`src/rtl/decode_pkg.sv`:
```
// Shared opcode constants and skid-buffer state type for the decode stage.
package decode_pkg;

    localparam logic [6:0] OP_LUI         = 7'b0110111;
    localparam logic [6:0] OP_AUIPC       = 7'b0010111;
    localparam logic [6:0] OP_JAL         = 7'b1101111;
    localparam logic [6:0] OP_JALR        = 7'b1100111;
    localparam logic [6:0] OP_LOAD        = 7'b0000011;
    localparam logic [6:0] OP_STORE       = 7'b0100011;
    localparam logic [6:0] OP_BRANCH      = 7'b1100011;
    localparam logic [6:0] OP_INTEGER_IMM = 7'b0010011;
    localparam logic [6:0] OP_INTEGER     = 7'b0110011;

    typedef enum logic [1:0] {
        ST_EMPTY,
        ST_ONE,
        ST_FULL
    } state_t;

    function automatic logic op_supported(input logic [6:0] op);
        return op inside {OP_LUI, OP_AUIPC, OP_JAL, OP_JALR, OP_LOAD,
                          OP_STORE, OP_BRANCH, OP_INTEGER_IMM, OP_INTEGER};
    endfunction

endpackage

```
`src/rtl/decode_imm_gen.sv`:
```
// Combinational immediate generator: picks the encoding format from the opcode
// and sign-extends from inst[31] to XLEN.
module decode_imm_gen
    import decode_pkg::*;
#(
    parameter int XLEN = 32
) (
    input  logic [31:0]     inst,
    output logic [XLEN-1:0] imm
);

    logic signed [31:0] imm32;

    always_comb begin
        imm32 = '0;
        case (inst[6:0])
            OP_LUI, OP_AUIPC:
                imm32 = {inst[31:12], 12'b0};
            OP_JAL:
                imm32 = {{12{inst[31]}}, inst[19:12], inst[20], inst[30:21], 1'b0};
            OP_JALR, OP_LOAD, OP_INTEGER_IMM:
                imm32 = {{20{inst[31]}}, inst[31:20]};
            OP_BRANCH:
                imm32 = {{20{inst[31]}}, inst[7], inst[30:25], inst[11:8], 1'b0};
            // Everything else is treated as a store-format immediate.
            default:
                imm32 = {{20{inst[31]}}, inst[31:25], inst[11:7]};
        endcase
    end

    assign imm = XLEN'(imm32);

endmodule

```
`src/rtl/decode_stage.sv`:
```
// Registered RISC-V decode stage with a two-entry (main + skid) buffer.
// Optional: define DECODE_ILLEGAL_CHECK_EN to flag unsupported encodings.
module decode_stage
    import decode_pkg::*;
#(
    parameter int XLEN           = 32,
    parameter int INST_WIDTH     = 32,
    parameter int REG_ADDR_WIDTH = 5
) (
    input  logic                      clk,
    input  logic                      rst,
    input  logic                      in_valid,
    output logic                      in_ready,
    input  logic [INST_WIDTH-1:0]     inst,
    input  logic [XLEN-1:0]           in_pc,
    input  logic                      flush,
    output logic                      out_valid,
    input  logic                      out_ready,
    output logic [6:0]                op,
    output logic [REG_ADDR_WIDTH-1:0] rd,
    output logic [REG_ADDR_WIDTH-1:0] rs1,
    output logic [REG_ADDR_WIDTH-1:0] rs2,
    output logic [2:0]                funct3,
    output logic [6:0]                funct7,
    output logic [XLEN-1:0]           imm,
    output logic [XLEN-1:0]           out_pc,
    output logic                      illegal
);

    generate
        if (INST_WIDTH < 32) begin : g_bad_inst_width
            $error("decode_stage: INST_WIDTH must be at least 32");
        end
    endgenerate

    typedef struct packed {
        logic [6:0]                op;
        logic [REG_ADDR_WIDTH-1:0] rd;
        logic [REG_ADDR_WIDTH-1:0] rs1;
        logic [REG_ADDR_WIDTH-1:0] rs2;
        logic [2:0]                funct3;
        logic [6:0]                funct7;
        logic [XLEN-1:0]           imm;
        logic [XLEN-1:0]           pc;
`ifdef DECODE_ILLEGAL_CHECK_EN
        logic                      illegal;
`endif
    } entry_t;

    state_t          state, state_nxt;
    entry_t          main_q, skid_q, dec;
    logic            ready_q;
    logic            acc, deq;
    logic [31:0]     inst32;
    logic [4:0]      rd5, rs15, rs25;
    logic [XLEN-1:0] dec_imm;

    assign inst32 = inst[31:0];
    assign rd5    = inst32[11:7];
    assign rs15   = inst32[19:15];
    assign rs25   = inst32[24:20];

    decode_imm_gen #(.XLEN(XLEN)) u_imm_gen (
        .inst (inst32),
        .imm  (dec_imm)
    );

    always_comb begin
        dec        = '0;
        dec.op     = inst32[6:0];
        dec.rd     = rd5[REG_ADDR_WIDTH-1:0];
        dec.rs1    = rs15[REG_ADDR_WIDTH-1:0];
        dec.rs2    = rs25[REG_ADDR_WIDTH-1:0];
        dec.funct3 = inst32[14:12];
        dec.funct7 = inst32[31:25];
        dec.imm    = dec_imm;
        dec.pc     = in_pc;
`ifdef DECODE_ILLEGAL_CHECK_EN
        dec.illegal = !op_supported(inst32[6:0]) || (inst32[1:0] != 2'b11);
`endif
    end

    assign acc = in_valid && ready_q;
    assign deq = (state != ST_EMPTY) && out_ready;

    always_comb begin
        state_nxt = state;
        if (flush) begin
            state_nxt = ST_EMPTY;
        end else begin
            case (state)
                ST_EMPTY: if (acc) state_nxt = ST_ONE;
                ST_ONE: begin
                    if (acc && !deq)      state_nxt = ST_FULL;
                    else if (deq && !acc) state_nxt = ST_EMPTY;
                end
                ST_FULL:  if (deq) state_nxt = ST_ONE;
                default:  state_nxt = ST_EMPTY;
            endcase
        end
    end

    // in_ready comes from the next state, so out_ready never reaches it combinationally.
    always_ff @(posedge clk) begin
        if (rst) begin
            state   <= ST_EMPTY;
            ready_q <= 1'b0;
            main_q  <= '0;
            skid_q  <= '0;
        end else begin
            state   <= state_nxt;
            ready_q <= (state_nxt != ST_FULL);
            if (!flush) begin
                case (state)
                    ST_EMPTY: if (acc) main_q <= dec;
                    ST_ONE: begin
                        if (acc && deq) main_q <= dec;
                        else if (acc)   skid_q <= dec;
                    end
                    ST_FULL:  if (deq) main_q <= skid_q;
                    default: ;
                endcase
            end
        end
    end

    assign in_ready  = ready_q;
    assign out_valid = (state != ST_EMPTY);
    assign op        = main_q.op;
    assign rd        = main_q.rd;
    assign rs1       = main_q.rs1;
    assign rs2       = main_q.rs2;
    assign funct3    = main_q.funct3;
    assign funct7    = main_q.funct7;
    assign imm       = main_q.imm;
    assign out_pc    = main_q.pc;
`ifdef DECODE_ILLEGAL_CHECK_EN
    assign illegal   = main_q.illegal;
`else
    assign illegal   = 1'b0;
`endif

endmodule

```
`config.mk`:
```
export PLATFORM = sky130hd
export DESIGN_NAME = decode_stage
export DESIGN_NICKNAME = d
export VERILOG_FILES = /design/src/rtl/decode_pkg.sv /design/src/rtl/decode_imm_gen.sv /design/src/rtl/decode_stage.sv
export SDC_FILE = /design/constraint.sdc
export NUM_CORES = 1
export LEC_CHECK = 0
export CAP_MARGIN = 20
export CORE_UTILIZATION = 50
export CTS_CLUSTER_DIAMETER = 60
export DETAILED_ROUTE_END_ITERATION = 10
export MAX_ROUTING_LAYER = met4
export PLACE_DENSITY = 0.79
export SLEW_MARGIN = 20
export SYNTH_ARGS = -nofsm -noshare
export SYNTH_HDL_FRONTEND = slang
export SYNTH_SLANG_ARGS = --single-unit
```
`constraint.sdc`:
```
create_clock -name clk -period 2.4 [get_ports clk]
set_input_delay 0.6 -clock clk [delete_from_list [all_inputs] [get_ports clk]]
set_output_delay 0.6 -clock clk [all_outputs]
set_load 0.03 [all_outputs]
```
==> results of run 1 <==
-- kinds of logic (layout without fill, tap and decap cells) --
group / count (synthesis) / after routing / share of synthesized area [%]
AOI/OAI and AO/OA: 225 / 225 / 21.7
other: 1 / 1 / 0.0474
DFF: 193 / 193 / 48.8
muxes: 5 / 5 / 0.632
buffers and inverters: 90 / 255 / 5.42
and+or+nand+nor: 442 / 442 / 23.4
-- Yosys cell counts (10+ instances only) --
cell type / n / area, um^2
nor2_1: 109 / 409
buf_2: 31 / 155
a211oi_1: 17 / 128
nor3_1: 27 / 135
nand2_1: 267 / 1000
a2111oi_2: 12 / 180
clkbuf_1: 45 / 169
a21oi_1: 87 / 435
a311oi_1: 64 / 561
dfxtp_1: 193 / 3860
o22ai_1: 13 / 81.3
buf_4: 10 / 75.1
-- layout by cell type (no fill, tap or decap), drive strengths merged, types with 12 or more instances in the layout --
cell	synthesis	routed
o22ai	13	13
nor2	109	109
clkdlybuf4s50	0	164
nand2	267	267
clkbuf	45	23
a21oi	89	89
dfxtp	193	193
nor3	29	29
buf	43	56
a211oi	17	17
a311oi	64	64
a2111oi	12	12
-- sequential cells by signal, indices dropped and copies added, names as in the netlist --
name	flops
skid_q	95
out_pc	32
imm	31
funct7	7
op	7
rd	5
rs1	5
rs2	5
funct3	3
state	2
in_ready	1
-- power by group through the flow --
stage	registers [W]	logic [W]	clock network, W
after floorplan	0.00358	0.000305	0
after global placement	0.00341	0.000897	0
after detailed placement	0.00342	0.000905	0
after CTS	0.00334	0.000910	0.00320
after global routing	0.00335	0.000970	0.00332
final	0.00334	0.000908	0.00315
-- layout make-up --
class                   count  area, um^2
well taps                 211         264
repair buffers            221        2230
fillers                  1263        4630
clock buffers              23         488
flip-flops and latches    193        3860
multi-input cells         673        3650
clock inverters             9         176
inverters                   2        7.51
-- how the worst max path moves through the flow --
| stage | depth (start not counted) | start | slack (ns) | endpoint |
|---|---|---|---|---|
| after global placement | 6 | inst[2] | -0.07 | imm[4]$_SDFFE_PP0P_ |
| after global routing | 6 | inst[2] | 0.15 | imm[4]$_SDFFE_PP0P_ |
| final | 1 | op[5]$_SDFFE_PP0P_ | 0.26 | op[5] |
| after floorplan | 6 | in_valid | 0.48 | imm[12]$_SDFFE_PP0P_ |
| after detailed placement | 6 | inst[2] | -0.15 | imm[4]$_SDFFE_PP0P_ |
| after CTS | 2 | state[0]$_SDFF_PP0_ | 0.05 | out_valid |
-- metrics by stage --
stage | hold WS, ns | setup WS, ns
final | 0.454 | 0.265
after global routing | 0.470 | 0.146
after CTS | 0.456 | 0.0474
after detailed placement | 0.447 | -0.148
after global placement | 0.439 | -0.0721
after floorplan | 0.432 | 0.479
-- per-layer routing --
layer,track usage (%),up-vias
met2,41.8,272
met4,11.5,0
met1,35.1,3423
met3,5.43,40
met5,-,-
li1,-,3644
-- what timing repair did --
item / in CTS / in global routing
hold buffers: 0 / 0
endpoints found under the setup margin: 0 / 1
gates resized for setup: 0 / 1
==> flow_summary.yaml, run 1 <==
status:
  status: "completed"
timing:
  period_share_pct: 89.0
  fmax_mhz: 468
  relSlewSlack_pct: 63.1
  grt_setup_unrepaired: "false"
  period_needed_ns: 2.14
  finalMaxSlewViolations: 0
  tns_ns: 0
  hold_viol_final: 0
  setup_viol: 0
  finClkSkew_ns: 0.00532
  tightest_slew_ns: 0.553
clocking:
  clockRootBuffer: "clkbuf_16"
  cts_setup_buffers: 0
  clk_latency_ns: 0.43
  clk_pin_slew_worst_paths_ns: 0.07
  cts.sinks: 193
  cts_max_level: 4
  cts_tree: "yes"
  clockBufferDepth: 2
  cts_made_buffers: 17
critical_path:
  cpPeakStageDelay_ns: 0.74
  worstSetupPathType: "flip-flop to primary output"
  critical_path_peak_fanout: 2
  worst_path_dominant_cell_family: "buffers and inverters"
  rr_endpoint: "op[5]$_SDFFE_PP0P_"
  critPathSlowestCell: "clkdlybuf4s50_1"
  crit_required_ns: 1.80
  crit_arrival_ns: 1.54
  reg2reg_slack_ns: 0.57
  r2r_start: "state[1]$_SDFF_PP0_"
  crit_path_end_kind: "primary output"
  rr_worst_depth: 5
  crit_buf_inv: 1
  cp_cell_sequence: "clkdlybuf4s50_1"
  cp-start-kind: "flip-flop"
placed_design:
  dp_hpwl_um: 13700
  dp_cells: 1300
  place_area_um2: 10000
  gp_congestion: 0.823
  placement.io_buffers: 166
pwr:
  leakagePower_nw: 3.70
  power_frac_clock_pct: 42.6
  p_int_w: 0.00566
  switching_power_w: 0.00174
  ir_drop_uv: 527
  power_frac_seq_pct: 45.2
  power_density_nw_per_um2: 693
  sw_frac_of_total_pct: 23.5
  combinationalPowerShare_pct: 12.3
  total_power_w: 0.00741
route:
  dr.pass1.iters: 6
  wl_met2_um: 9860
  wire_per_inst_um: 15.8
  routed.top_layer: "met4"
  via_count: 7379
  wl_um: 21100
  drc: 0
  initialDrtViolationCount: 652
  antenna_left: 0
  wl_met1_um: 9260
  vias_per_cell: 5.54
  met3_length_um: 1420
finish:
  fin_area_um2: 10700
  layoutNonFillerInstCount: 1332
  nets: 1177
  area_growth_pct: 34.9
  drive_gt1_share_pct: 10.7
  utilization_pct: 69.8
  n_antenna_cell: 0
logic_synthesis:
  syn_inst: 956
  ys_types: 45
  avgSynthCellArea_um2: 8.28
  synth-main-ff-cell: "dfxtp_1"
  ys_ff_latch: 193
  seq_area_frac_synth_pct: 48.8
  synthArstFlopShare_pct: 0
  synth_edf_count: 0
  yosys_warnings: 0
  syn_nets: 1025
  netlist_area_um2: 7920
min_path:
  hold_depth: 2
  hold_end: "skid_q[23]$_SDFFE_PP0P_"
  hold_class: "flip-flop to flip-flop"
  hp-start: "skid_q[23]$_SDFFE_PP0P_"
global_route:
  grt_overflow: 0
  grt_pass1_wl_um: 34300
  grt_antenna_before_repair: 0
  grt_pass1_vias: 6726
  track_usage_pct: 27.3
  grt_max_degree: 75
floorplanning:
  core_um2: 15300
  die_w_um: 128
  die_y_um: 128
  io_pins: 168
  start_util_pct: 51.7
  num_rows: 45
  dieArea_um2: 16300
flow_run:
  maxCapViolations: 0
(Power assumes the default switching activity.)
==> inputs of run 2 (changes only) <==
--- a/config.mk
+++ b/config.mk
@@ -5,12 +5,12 @@
 export SDC_FILE = /design/constraint.sdc
 export NUM_CORES = 1
 export LEC_CHECK = 0
-export CAP_MARGIN = 20
 export CORE_UTILIZATION = 50
 export CTS_CLUSTER_DIAMETER = 60
 export DETAILED_ROUTE_END_ITERATION = 10
+export DONT_BUFFER_PORTS = 1
 export MAX_ROUTING_LAYER = met4
-export PLACE_DENSITY = 0.79
+export PLACE_DENSITY = 0.65
 export SLEW_MARGIN = 20
 export SYNTH_ARGS = -nofsm -noshare
 export SYNTH_HDL_FRONTEND = slang
==> run 2 against run 1 <==
Compared with the run above:
- setup slack better by 0.15 ns
- count of clock-buffer cells in the layout down 2
- register-to-register slack worse by 0.16 ns
- die area unchanged
- hold slack worse by 0.21 ns
- routed wire length down 3.7%
- maximum frequency up 7.4%
- sequential cell count unchanged
- power down 6.9%
- final area down 19%
- first-iteration DRC count down 20%
- highest routed layer unchanged
==> flow_summary.yaml, run 2 (same netlist as run 1, synthesis figures left out) <==
clocking:
  cts_made_buffers: 17
  cts_setup_buffers: 0
  clockBufferDepth: 2
  cts_max_level: 4
  ctsResizeCount: 0
  holdBufCountCts: 0
  clk_latency_ns: 0.43
  clk_pin_slew_worst_paths_ns: 0.07
  cts.sinks: 193
  clockRootBuffer: "clkbuf_16"
  cts_tree: "yes"
global_route:
  grt_pass1_wl_um: 32300
  grt_overflow: 0
  grt_pass1_vias: 6386
  grt_max_degree: 181
  track_usage_pct: 25.8
  grt_antenna_before_repair: 0
critical_path:
  crit_required_ns: 2.75
  cp-start-kind: "flip-flop"
  worstSetupPathType: "flip-flop to flip-flop"
  r2r_start: "state[1]$_SDFF_PP0_"
  rr_endpoint: "imm[4]$_SDFFE_PP0P_"
  crit_path_end_kind: "flip-flop"
  crit_arrival_ns: 2.34
  rr_worst_depth: 5
  critical_path_peak_fanout: 45
  reg2reg_slack_ns: 0.41
placed_design:
  gp_congestion: 0.843
  dp_hpwl_um: 13400
  placement.io_buffers: 0
  place_area_um2: 8000
route:
  vias_per_cell: 5.93
  wire_per_inst_um: 18.0
  dr.pass1.iters: 5
  drc: 0
  via_count: 6696
  initialDrtViolationCount: 522
  wl_um: 20300
  antenna_left: 0
pwr:
  leakagePower_nw: 2.85
  total_power_w: 0.00690
  power_density_nw_per_um2: 798
  ir_drop_uv: 498
finish:
  fin_area_um2: 8650
  mostFrequentLayoutCells: "nand2_1, dfxtp_1, nor2_1, a21oi_1, a311oi_1"
  final_common_cell: "nand2_1"
  nets: 974
  regMostFlops: "skid_q"
  n_antenna_cell: 0
  area_growth_pct: 9.21
  largest_register_ffs: 95
  drive_gt1_share_pct: 9.04
timing:
  hold_viol_final: 0
  finalMaxSlewViolations: 0
  period_share_pct: 82.9
  whs_ns: 0.247
  grt_setup_unrepaired: "false"
  setup_viol: 0
  relSlewSlack_pct: 54.1
  tns_ns: 0
  tightest_slew_ns: 0.688
  finClkSkew_ns: 0.0100
  fmax_mhz: 503
  period_needed_ns: 1.99
min_path:
  hold_end: "rs1[0]$_SDFFE_PP0P_"
  hp-start: "rst"
  hold_depth: 1
  hold_class: "input port to flip-flop"
floorplanning:
  die_y_um: 128
  core_um2: 15300
  io_pins: 168
  die_w_um: 128
  num_rows: 45
  start_util_pct: 51.7
  dieArea_um2: 16300
flow_run:
  maxCapViolations: 0
status:
  status: "completed"
## run 2: worst max-delay path by stage
| stage | to | start | slack, ns | cells after the start |
|---|---|---|---|---|
| final | imm[4]$_SDFFE_PP0P_ | state[1]$_SDFF_PP0_ | 0.41 | 5 |
| after global routing | rd[4]$_SDFFE_PP0P_ | state[1]$_SDFF_PP0_ | 0.25 | 4 |
| after CTS | imm[4]$_SDFFE_PP0P_ | state[1]$_SDFF_PP0_ | 0.40 | 5 |
| after detailed placement | skid_q[43]$_SDFFE_PP0P_ | inst[3] | 0.29 | 5 |
| after global placement | imm[12]$_SDFFE_PP0P_ | in_valid | 0.35 | 5 |
| after floorplan | imm[12]$_SDFFE_PP0P_ | in_valid | 0.48 | 6 |
## run 2: metrics by stage
stage,instances,setup WS [ns],utilization [%]
floorplan,956,0.479,-
global placement,1097,0.349,52.2
detailed placement,1097,0.289,52.2
CTS,1129,0.402,56.5
global route,1129,0.247,56.5
finish,1129,0.411,56.5
## run 2: cell type report
class	instances	area [um^2]
Inverter	2	7.51
Clock buffer	21	470
Tap cell	211	264
Fill cell	1405	6670
Clock inverter	11	178
Timing Repair Buffer	18	210
Multi-Input combinational cell	673	3650
Sequential cell	193	3860
## run 2: worst max-delay path, stage by stage (launching register included)
cell     delay (ns)
dfxtp_1        0.60
nor2b_4        0.36
buf_4          0.49
and2_1         0.21
mux2i_1        0.07
o22ai_1        0.16
## run 2: power by group
group | switching [W] | internal [W]
clock | 0.00123 | 0.00184
combinational | 0.000170 | 0.000136
sequential | 0.000234 | 0.00329
## run 2: layer usage
metal	share of wire, %	routed length, um	GRT usage [%]
met5	0	0	-
met1	42	8420	29.9
met3	7.7	1560	7.39
met2	48	9710	41.8
met4	2.9	594	11.2
==> inputs of run 3 (changes only) <==
--- a/config.mk
+++ b/config.mk
@@ -10,7 +10,7 @@
 export DETAILED_ROUTE_END_ITERATION = 10
 export DONT_BUFFER_PORTS = 1
 export MAX_ROUTING_LAYER = met4
-export PLACE_DENSITY = 0.65
+export PLACE_DENSITY = 0.68
 export SLEW_MARGIN = 20
 export SYNTH_ARGS = -nofsm -noshare
 export SYNTH_HDL_FRONTEND = slang
==> constraint.sdc (replaced) <==
create_clock -name clk -period 1.72 [get_ports clk]
set_input_delay 0.43 -clock clk [delete_from_list [all_inputs] [get_ports clk]]
set_output_delay 0.43 -clock clk [all_outputs]
set_load 0.03 [all_outputs]
==> run 3 against run 2 <==
Compared with the run above:
- combinational power is 61% higher
- sequential power grew 39%
- highest routed layer unchanged
- routed wire length up 0.59%
- sequential cell count did not move
- clock power up 23%
- via count hardly changed
- critical path depth decreased by 3
- first-iteration DRC count shrank 22%
- largest cell class unchanged
- hold slack got worse by 0.17 ns
- power is 33% higher
==> flow_summary.yaml, run 3 (same netlist as run 1, synthesis figures left out) <==
global_route:
  grt_overflow: 0
  track_usage_pct: 26.3
  grt_max_degree: 181
  grt_antenna_before_repair: 0
  grt_pass1_wl_um: 33200
  grt_pass1_vias: 6411
clocking:
  clockBufferDepth: 2
  cts.sinks: 193
  cts_made_buffers: 17
  cts_max_level: 4
  clk_pin_slew_worst_paths_ns: 0.07
  cts_tree: "yes"
  clk_latency_ns: 0.42
  clockRootBuffer: "clkbuf_16"
finish:
  fillers: 1462
  mostFrequentLayoutCells: "nand2_1, dfxtp_1, nor2_1, a21oi_1, a311oi_1"
  regMostFlops: "skid_q"
  ff_latch_area_um2: 3870
  utilization_pct: 58.8
  layoutNonFillerInstCount: 1160
  largest_register_ffs: 95
  area_growth_pct: 13.6
  drive_gt1_share_pct: 13.2
  n_antenna_cell: 0
  multi_input_area_um2: 3700
  final_common_cell: "nand2_1"
  nets: 1005
route:
  antenna_left: 0
  dr.pass1.iters: 5
  wire_per_inst_um: 17.6
  via_count: 6691
  initialDrtViolationCount: 408
  wl_um: 20400
  vias_per_cell: 5.77
  drc: 0
timing:
  hold_viol_final: 0
  grt_setup_unrepaired: "false"
  fmax_mhz: 604
  finClkSkew_ns: 0.00750
  period_share_pct: 96.2
  relSlewSlack_pct: 57.1
  worst_slack_ns: 0.0648
  finalMaxSlewViolations: 0
  period_needed_ns: 1.66
  setup_viol: 0
  tightest_slew_ns: 0.642
floorplanning:
  core_um2: 15300
  io_pins: 168
  dieArea_um2: 16300
  num_rows: 45
  die_w_um: 128
  start_util_pct: 51.7
  die_y_um: 128
placed_design:
  dp_cells: 1123
  gp_congestion: 0.794
  placement.io_buffers: 0
  place_ws_ns: -0.0201
  dp_hpwl_um: 12800
critical_path:
  crit_path_end_kind: "primary output"
  crit_required_ns: 1.29
  crit_arrival_ns: 1.23
  worstSetupPathType: "flip-flop to primary output"
  critical_path_peak_fanout: 6
  critPathSlowestCell: "dfxtp_2"
  cpPeakStageDelay_ns: 0.36
  cp-start-kind: "flip-flop"
  cp_cell_sequence: "buf_4 > or2_4"
pwr:
  total_power_w: 0.00917
  power_density_nw_per_um2: 1020
  leakagePower_nw: 3.02
  ir_drop_uv: 703
flow_run:
  maxCapViolations: 0
min_path:
  hold_class: "input port to flip-flop"
status:
  status: "completed"
-- run 3: cell count changes in the layout (fill, tap and decap cells not counted), moves of 3 or more --
| cell | delta |
|---|---|
| a21oi_1 | -10 |
| a21oi_2 | +10 |
| buf_12 | +11 |
| buf_4 | +19 |
| bufinv_16 | -3 |
| clkinv_2 | +4 |
| clkinv_4 | -3 |
-- run 3: area by class of cell --
cell class	instances	share of cell area (%)
multi-input combinational	673	41.1
clock buffer	23	5.31
tap	211	2.93
sequential	193	43.0
inverter	2	0.0834
timing repair buffer	49	6.65
clock inverter	9	0.904
-- run 3: path summary, 6_finish.rpt --
path	startpoint	cells past startpoint	to	slack [ns]
setup / recovery	state[1]$_SDFF_PP0_	2	out_valid	0.06
setup reg to reg	state[1]$_SDFF_PP0_	7	skid_q[0]$_SDFFE_PP0P_	0.10
hold / removal	flush	1	state[0]$_SDFF_PP0_	0.08
hold reg to reg	skid_q[75]$_SDFFE_PP0P_	2	skid_q[75]$_SDFFE_PP0P_	0.45
-- run 3: through the flow --
| stage | hold slack [ns] | cell area [um^2] | TNS [ns] |
|---|---|---|---|
| floorplan | 0.432 | 7960 | 0 |
| global placement | 0.437 | 8370 | 0 |
| detailed placement | 0.441 | 8370 | -0.0299 |
| CTS | 0.0627 | 8940 | 0 |
| global route | 0.0577 | 9000 | 0 |
| finish | 0.0811 | 9000 | 0 |
-- run 3: where the power goes --
part / total (W) / internal (W) / switching (W)
combinational: 0.000493 / 0.000243 / 0.000250
clock: 0.00376 / 0.00211 / 0.00165
sequential: 0.00492 / 0.00460 / 0.000320
total: 0.00917 / 0.00695 / 0.00222
-- run 3: what timing repair did --
action / in CTS / in global routing
gates cloned: 0 / 1
gates resized for setup: 1 / 2
endpoints found under the setup margin: 1 / 54
buffers inserted: 0 / 4
pin swaps: 0 / 4
hold buffers: 0 / 0
-- run 3: worst max-delay path, delay by kind of cell, from the launching register on --
kind                   cells  cell delay, ns
DFF                        1            0.36
buffers and inverters      1            0.15
and+or+nand+nor            1            0.30
-- run 3: routing by layer --
metal / vias to the layer above / part of all wire [%] / GRT usage, %
met5: - / 0 / -
met4: 0 / 2.2 / 8.65
met3: 31 / 7.6 / 8.06
met2: 196 / 47 / 40.9
met1: 3156 / 43 / 32.5
li1: 3308 / - / -
